<file path="config.mk">
export PLATFORM = sky130hd
export DESIGN_NAME = player_bullet_controller
export DESIGN_NICKNAME = d
export VERILOG_FILES = /design/src/rtl/player_bullet_controller.sv
export SDC_FILE = /design/constraint.sdc
export NUM_CORES = 1
export LEC_CHECK = 0
export CAP_MARGIN = 20
export CORE_MARGIN = 1.5
export CORE_UTILIZATION = 40
export CTS_CLUSTER_SIZE = 25
export DETAILED_ROUTE_END_ITERATION = 10
export GPL_ROUTABILITY_DRIVEN = 0
export PLACE_DENSITY = 0.75
export SLEW_MARGIN = 15
export SYNTH_ARGS = -nofsm -noshare
export SYNTH_HDL_FRONTEND = slang
export SYNTH_SLANG_ARGS = --single-unit
</file>
<file path="constraint.sdc">
create_clock -name clk25 -period 6.7 [get_ports clk25]
set_clock_uncertainty 0.15 [all_clocks]
set_input_delay 1.005 -clock clk25 [delete_from_list [all_inputs] [get_ports clk25]]
set_output_delay 1.005 -clock clk25 [all_outputs]
set_load 0.01 [all_outputs]
</file>
<file path="src/rtl/player_bullet_controller.sv">
// Player bullet pool: eight slots that spawn at the ship on fire, rise by
// SPEED pixels every MOVE_DIV cycles, and retire on a hit report or when
// they would pass the top of the screen. All outputs come straight from
// registers.
module player_bullet_controller #(
  parameter int MOVE_DIV        = 100_000,
  parameter int SPEED           = 4,
  parameter int COOLDOWN_CYCLES = 2_500_000,
  parameter int SPAWN_X_OFFSET  = 12,
  parameter int BULLET_H        = 8
) (
  input  logic        clk25,
  input  logic        rst,
  input  logic        fire,
  input  logic [9:0]  player_x,
  input  logic [9:0]  player_y,
  input  logic [7:0]  hit_flat,
  output logic [79:0] bullet_x_flat,
  output logic [79:0] bullet_y_flat,
  output logic [7:0]  bullet_active_flat,
  output logic [7:0]  shots_fired
);

  localparam logic [16:0] MOVE_LAST = 17'(MOVE_DIV - 1);
  localparam logic [21:0] CD_LOAD   = 22'(COOLDOWN_CYCLES - 1);
  localparam logic [9:0]  SPEED_V   = 10'(SPEED);
  localparam logic [9:0]  X_OFF     = 10'(SPAWN_X_OFFSET);
  localparam logic [9:0]  H_V       = 10'(BULLET_H);

  logic [7:0]  active;
  logic [9:0]  x_q [8];
  logic [9:0]  y_q [8];
  logic [16:0] move_counter;
  logic [21:0] cooldown;

  logic [7:0]  active_n;
  logic [9:0]  x_n [8];
  logic [9:0]  y_n [8];
  logic [16:0] move_counter_n;
  logic [21:0] cooldown_n;
  logic [7:0]  shots_n;
  logic        tick;
  logic        any_free;
  logic [2:0]  free_idx;
  logic        spawn;

  // Spawn row sits BULLET_H above the ship top, clamped to the screen edge.
  function automatic logic [9:0] spawn_row(input logic [9:0] py);
    return (py < H_V) ? 10'd0 : py - H_V;
  endfunction

  // Spawn column wraps within the 10-bit coordinate space.
  function automatic logic [9:0] spawn_col(input logic [9:0] px);
    return px + X_OFF;
  endfunction

  // Lowest-index free slot, judged on the state at the start of the cycle
  // so slots retired this cycle only become eligible next cycle.
  always_comb begin
    any_free = 1'b0;
    free_idx = 3'd0;
    for (int i = 7; i >= 0; i--) begin
      if (!active[i]) begin
        any_free = 1'b1;
        free_idx = 3'(i);
      end
    end
  end

  // Next-state: hit beats move, spawn fills a slot that was idle anyway.
  always_comb begin
    tick           = (move_counter == MOVE_LAST);
    spawn          = fire && (cooldown == 22'd0) && any_free;
    move_counter_n = tick ? 17'd0 : move_counter + 17'd1;
    shots_n        = spawn ? shots_fired + 8'd1 : shots_fired;
    if (spawn)
      cooldown_n = CD_LOAD;
    else if (cooldown != 22'd0)
      cooldown_n = cooldown - 22'd1;
    else
      cooldown_n = cooldown;
    active_n = active;
    for (int i = 0; i < 8; i++) begin
      x_n[i] = x_q[i];
      y_n[i] = y_q[i];
      if (active[i] && hit_flat[i]) begin
        active_n[i] = 1'b0;
      end else if (active[i] && tick) begin
        if (y_q[i] < SPEED_V)
          active_n[i] = 1'b0;
        else
          y_n[i] = y_q[i] - SPEED_V;
      end
      if (spawn && (free_idx == 3'(i))) begin
        active_n[i] = 1'b1;
        x_n[i]      = spawn_col(player_x);
        y_n[i]      = spawn_row(player_y);
      end
    end
  end

  // State register; reset clears the whole pool including coordinates.
  always_ff @(posedge clk25) begin
    if (rst) begin
      active       <= '0;
      move_counter <= '0;
      cooldown     <= '0;
      shots_fired  <= '0;
      for (int i = 0; i < 8; i++) begin
        x_q[i] <= '0;
        y_q[i] <= '0;
      end
    end else begin
      active       <= active_n;
      move_counter <= move_counter_n;
      cooldown     <= cooldown_n;
      shots_fired  <= shots_n;
      for (int i = 0; i < 8; i++) begin
        x_q[i] <= x_n[i];
        y_q[i] <= y_n[i];
      end
    end
  end

  // Flatten slot registers onto the consumer buses.
  always_comb begin
    bullet_x_flat      = '0;
    bullet_y_flat      = '0;
    bullet_active_flat = active;
    for (int i = 0; i < 8; i++) begin
      bullet_x_flat[i*10 +: 10] = x_q[i];
      bullet_y_flat[i*10 +: 10] = y_q[i];
    end
  end

endmodule

</file>
==> results of run 1 <==
## metal layers
layer | part of all wire, % | vias to the layer above | GRT usage, %
met5 | 0.039 | - | 0
met3 | 7.4 | 90 | 4.09
li1 | - | 4949 | -
met2 | 46 | 413 | 38.9
met1 | 42 | 4814 | 31.8
met4 | 4.1 | 2 | 10.9
## flip-flops by register name (all words and copies together), names as in the netlist
signal / cells
bullet_active_flat: 8
x_q: 80
move_counter: 17
cooldown: 22
shots_fired: 8
y_q: 80
## how the worst max path moves through the flow
| stage | from | endpoint | slack [ns] | depth (start not counted) |
|---|---|---|---|---|
| final | fire | y_q[0][76] | 3.19 | 6 |
| after global routing | fire | y_q[0][76] | 2.99 | 6 |
| after CTS | fire | y_q[0][76] | 3.22 | 6 |
| after detailed placement | fire | y_q[0][76] | 2.69 | 6 |
| after global placement | fire | y_q[0][76] | 2.77 | 6 |
| after floorplan | fire | y_q[0][34] | 3.91 | 5 |
## Yosys cell counts (all sizes together) (11+ instances only)
library cell	count
or4	17
inv	31
a211oi	34
dfxtp	215
o31ai	12
nor2	96
buf	31
xor2	34
nand2b	11
nor2b	15
nand3	56
a31oi	19
nand2	197
clkbuf	48
a21oi	135
and3	13
ha	14
or3	26
nand4	26
o21ai	48
nor4	23
xnor2	34
nor3	39
## per-stage QoR
step	hold WS [ns]	area (um^2)	power, mW
floorplan	0.280	10400	2.07
global placement	0.288	12600	2.27
detailed placement	0.293	12600	2.29
CTS	0.302	13400	3.62
global route	0.315	13400	3.77
finish	0.301	13400	3.61
## kinds of logic after synthesis
kind of cell	count (synthesis)	synth area share, %
AOI/OAI and AO/OA	302	17.8
xor gates and xnor gates	68	5.70
adders and majority gates	14	1.68
buffers and inverters	110	4.42
DFF	215	41.2
muxes	5	0.515
and+or+nand+nor	573	28.7
## power by group through the flow
stage | sequential [mW] | combinational [mW] | clock, mW
finish | 1.43 | 0.839 | 1.34
global route | 1.45 | 0.923 | 1.40
CTS | 1.43 | 0.833 | 1.36
detailed placement | 1.46 | 0.828 | 0
global placement | 1.46 | 0.817 | 0
floorplan | 1.45 | 0.620 | 0
## worst max-delay path, stage by stage
cell and delay (ns):
clkdlybuf4s50_1 0.50, or4bb_1 0.61, nor3_4 0.29, nand4_1 0.81, mux2i_1 0.40, o22ai_1 0.10
## cell type report
cell class / count / area (um^2)
Antenna cell: 2 / 5.00
Timing Repair Buffer: 212 / 2100
Fill cell: 2351 / 12000
Tap cell: 330 / 413
Inverter: 31 / 116
Sequential cell: 215 / 4300
Clock buffer: 34 / 699
Clock inverter: 10 / 105
Multi-Input combinational cell: 962 / 5690
==> results_dict.tcl, run 1 <==
set metrics [dict create \
    outcome "finished clean" \
    final_util_pct 52.9 \
    p_int_mw 2.45 \
    grt_setup_unrepaired "false" \
    routedWlPerCell_um 18.7 \
    max_slew_margin_pct 24.7 \
    r2r_start "cooldown[17]" \
    clock_latency_ns 0.51 \
    slew_viol_final 0 \
    synth.area.top_cells "dfxtp_1 (41%), nand2_1 (7.0%), a21oi_1 (6.5%)" \
    hp-class "reg -> reg" \
    crit_type "in -> reg" \
    syn-cell-area_um2 10400 \
    grt_max_degree 107 \
    gr-usage-all-layers_pct 24.2 \
    chipHeight_um 165 \
    p_leak_nw 4.44 \
    setup_viol 0 \
    required_ns 6.92 \
    switching_share_pct 32.1 \
    htreeDepth 1 \
    start_util_pct 41.1 \
    place_ws_ns 2.69 \
    drive_above_1_share_pct 5.94 \
    yosysUniqueCellTypes 73 \
    hold_violations 0 \
    ios 207 \
    syn_inst 1287 \
    ant_nets 0 \
    cp-start-kind "input port" \
    root_buffer "clkbuf_16" \
    drv_cap 0 \
    max-vdd-ir-drop_mv 0.211 \
    die_w_um 165 \
    ys.flop_type "dfxtp_1" \
    p_seq_share_pct 39.7 \
    yosysSeqAreaShare_pct 41.2 \
    final_cells 1796 \
    syn_to_final_growth_pct 28.6 \
    grt_pass1_vias 9341 \
    layout_commonest_cell "dfxtp_1" \
    dieArea_um2 27100 \
    synth_edf_count 0 \
    clkSlewWorstSetupHoldPaths_ns 0.06 \
    num_vias 10300 \
    worst-path-max-fanout 23 \
    port_buffers 206 \
    synth_area_leader_cell "dfxtp_1" \
    final_cell_mix "dfxtp_1 (215), clkdlybuf4s50_1 (205), nand2_1 (196)" \
    remaining_drc_errors 0 \
    antenna_found_initial 2 \
    setup_slack_ns 3.19 \
    fin_crit_ns 3.51 \
    async_flop_share_pct 0 \
    dp_hpwl_um 23600 \
    p_sw_mw 1.16 \
    rr_endpoint "y_q[0][16]" \
    clock_sinks 215 \
    totalWireLength_um 33500 \
    ctsResizeCount 0 \
    syn_nets 1332 \
    drtPass1Iterations 5 \
    yosysWarnings 0 \
    endpoint_kind "flop" \
    tritoncts "done" \
    grt_overflow 0 \
    clockBufferDepth 3 \
    drtIter0Drc 949 \
    hold_buffers 0 \
    avgSynthCellArea_um2 8.12 \
    rows 58 \
    ys_ff_latch 215 \
    rr_worst_depth 5 \
    holdPathStages 2 \
    layout.nets 1491 \
    yosys.area.top_type_share_pct 41.2 \
    worst_pin_slew_ns 1.13 \
    r2r_slack_ns 3.35 \
    setup_tns_ns 0 \
    fmax_mhz 285 \
    holdPathEnd "x_q[0][7]" \
    p_clk_share_pct 37.1 \
    cts_made_buffers 24 \
    cp_data_arrival_time_ns 3.74 \
    p_comb_share_pct 23.2 \
    cts_setup_buffers 0 \
    fin_crit_sh_pct 52.4 \
    power_density_nw_per_um2 269 \
    viasPerCell 5.72 \
    min_from "x_q[0][7]" \
    dp_cells 1750 \
    grt_pass1_wl_um 51800 \
    core_um2 25400 \
]
No activity file was read; power rests on OpenSTA's default activity.
==> run 2: changes to the inputs <==
clock period = 3.7 ns   (was 6.7 ns; I/O delays follow)
==> run 2 against run 1 <==
Effect of this change: clock-buffer cell count is 5 lower; largest cell class unchanged; critical path depth is the same; die area unchanged; critical path type is now reg -> reg.
==> results_dict.tcl, run 2 (synthesis results as in run 1) <==
set metrics [dict create \
    p_clk_share_pct 37.5 \
    chipHeight_um 165 \
    cp_data_arrival_time_ns 3.23 \
    max-vdd-ir-drop_mv 0.334 \
    rr_endpoint "y_q[0][29]" \
    fin_crit_ns 2.94 \
    hp-class "in -> reg" \
    setup_tns_ns 0 \
    viasPerCell 5.76 \
    totalWireLength_um 33900 \
    setup_viol 0 \
    grt_pass1_vias 9448 \
    r2r_slack_ns 0.76 \
    cts_made_buffers 22 \
    power_density_nw_per_um2 494 \
    max_slew_margin_pct 24.6 \
    ctsResizeCount 0 \
    p_sw_mw 2.14 \
    dp_cells 1776 \
    hold_violations 0 \
    p_seq_share_pct 38.5 \
    layout_commonest_cell "dfxtp_1" \
    p_int_mw 4.59 \
    largestRegisters "x_q (80), y_q (80), cooldown (22)" \
    grt_max_degree 109 \
    routedWlPerCell_um 18.7 \
    core_um2 25400 \
    slowest_stage "and4_1" \
    num_vias 10500 \
    p_comb_share_pct 24.0 \
    drv_cap 0 \
    layout.nets 1515 \
    syn_to_final_growth_pct 30.6 \
    grt_setup_unrepaired "false" \
    rows 58 \
    postPlaceCellArea_um2 12800 \
    die_w_um 165 \
    clock_sinks 215 \
    rr_worst_depth 6 \
    final_cell_mix "dfxtp_1 (215), clkdlybuf4s50_1 (205), nand2_1 (196)" \
    grt_overflow 0 \
    cp-start-kind "flop" \
    clockBufferDepth 3 \
    slew_viol_final 0 \
    remaining_drc_errors 0 \
    dp_hpwl_um 24100 \
    final_util_pct 53.7 \
    fin_crit_sh_pct 79.5 \
    fmax_mhz 340 \
    design_area_um2 13600 \
    antenna_cells 0 \
    final_cells 1816 \
    tritoncts "done" \
    root_buffer "clkbuf_16" \
    drtPass1Iterations 6 \
    port_buffers 206 \
    path_cells "ha_1 -> and4_1 -> and4_1 -> nand2_1 -> or4_1 -> a31oi_1" \
    dieArea_um2 27100 \
    clkSlewWorstSetupHoldPaths_ns 0.07 \
    clock_latency_ns 0.52 \
    gr-usage-all-layers_pct 24.3 \
    cpMostUsedCell "and4_1" \
    cts_setup_buffers 0 \
    switching_share_pct 31.8 \
    crit_path_end "y_q[0][29]" \
    ios 207 \
    endpoint_kind "flop" \
    required_ns 3.98 \
    start_util_pct 41.1 \
    htreeDepth 1 \
    hold_buffers 0 \
    cpPeakStageDelay_ns 0.67 \
    ant_nets 0 \
    hold_slack_ns 0.220 \
    antenna_found_initial 0 \
    critical_path.startpoint "move_counter[0]" \
    worst-path-max-fanout 12 \
    drtIter0Drc 1025 \
    r2r_start "move_counter[0]" \
    drive_above_1_share_pct 7.47 \
    p_leak_nw 4.57 \
    outcome "finished clean" \
    worst_pin_slew_ns 1.13 \
    crit_type "reg -> reg" \
    grt_pass1_wl_um 51900 \
]
-- run 2: cell types whose count changed in the layout (fill, tap and decap cells not counted), sizes merged --
| cell | change |
|---|---|
| buf | +26 |
| bufinv | +3 |
| clkbuf | -5 |
| clkinv | -2 |
| diode | -2 |
-- run 2: critical path: cells and delay by family, from the launching register on --
family / cells / cell delay [ns]
simple gates: 4 / 1.87
fa+ha+maj: 1 / 0.29
compound gates: 1 / 0.18
flops: 1 / 0.38
-- run 2: layout make-up --
class	count	area (um^2)
Clock buffer	29	627
Clock inverter	11	196
Fill cell	2335	11800
Inverter	31	116
Multi-Input combinational cell	962	5690
Sequential cell	215	4300
Tap cell	330	413
Timing Repair Buffer	238	2300
-- run 2: worst min path at each step --
stage / start / endpoint / slack [ns] / cells after the start
3_3_place_gp: x_q[0][0] / x_q[0][0] / 0.29 / 2
5_1_grt: rst / shots_fired[1] / 0.23 / 2
2_1_floorplan: move_counter[0] / move_counter[0] / 0.28 / 1
6_report: rst / cooldown[13] / 0.22 / 2
3_5_place_dp: y_q[0][11] / y_q[0][11] / 0.29 / 2
4_1_cts: rst / shots_fired[5] / 0.22 / 2
-- run 2: power groups by stage --
stage / clock (mW) / sequential [mW] / combinational, mW
2_1_floorplan: 0 / 2.63 / 1.12
3_3_place_gp: 0 / 2.64 / 1.55
3_5_place_dp: 0 / 2.64 / 1.58
4_1_cts: 2.55 / 2.59 / 1.60
5_1_grt: 2.64 / 2.61 / 1.76
6_report: 2.52 / 2.59 / 1.62
-- run 2: metal layers --
| layer | vias up | part of all wire, % | GRT usage [%] |
|---|---|---|---|
| li1 | 4986 | - | - |
| met3 | 80 | 8.5 | 4.50 |
| met4 | 0 | 3.6 | 8.56 |
| met2 | 481 | 47 | 41.3 |
| met5 | - | 0 | 0 |
| met1 | 4914 | 41 | 30.9 |
-- run 2: per-stage QoR --
step,total power [mW],setup slack [ns]
floorplan,3.75,1.36
global placement,4.19,0.550
detailed placement,4.22,0.509
CTS,6.73,0.857
global route,7.01,0.636
finish,6.73,0.758
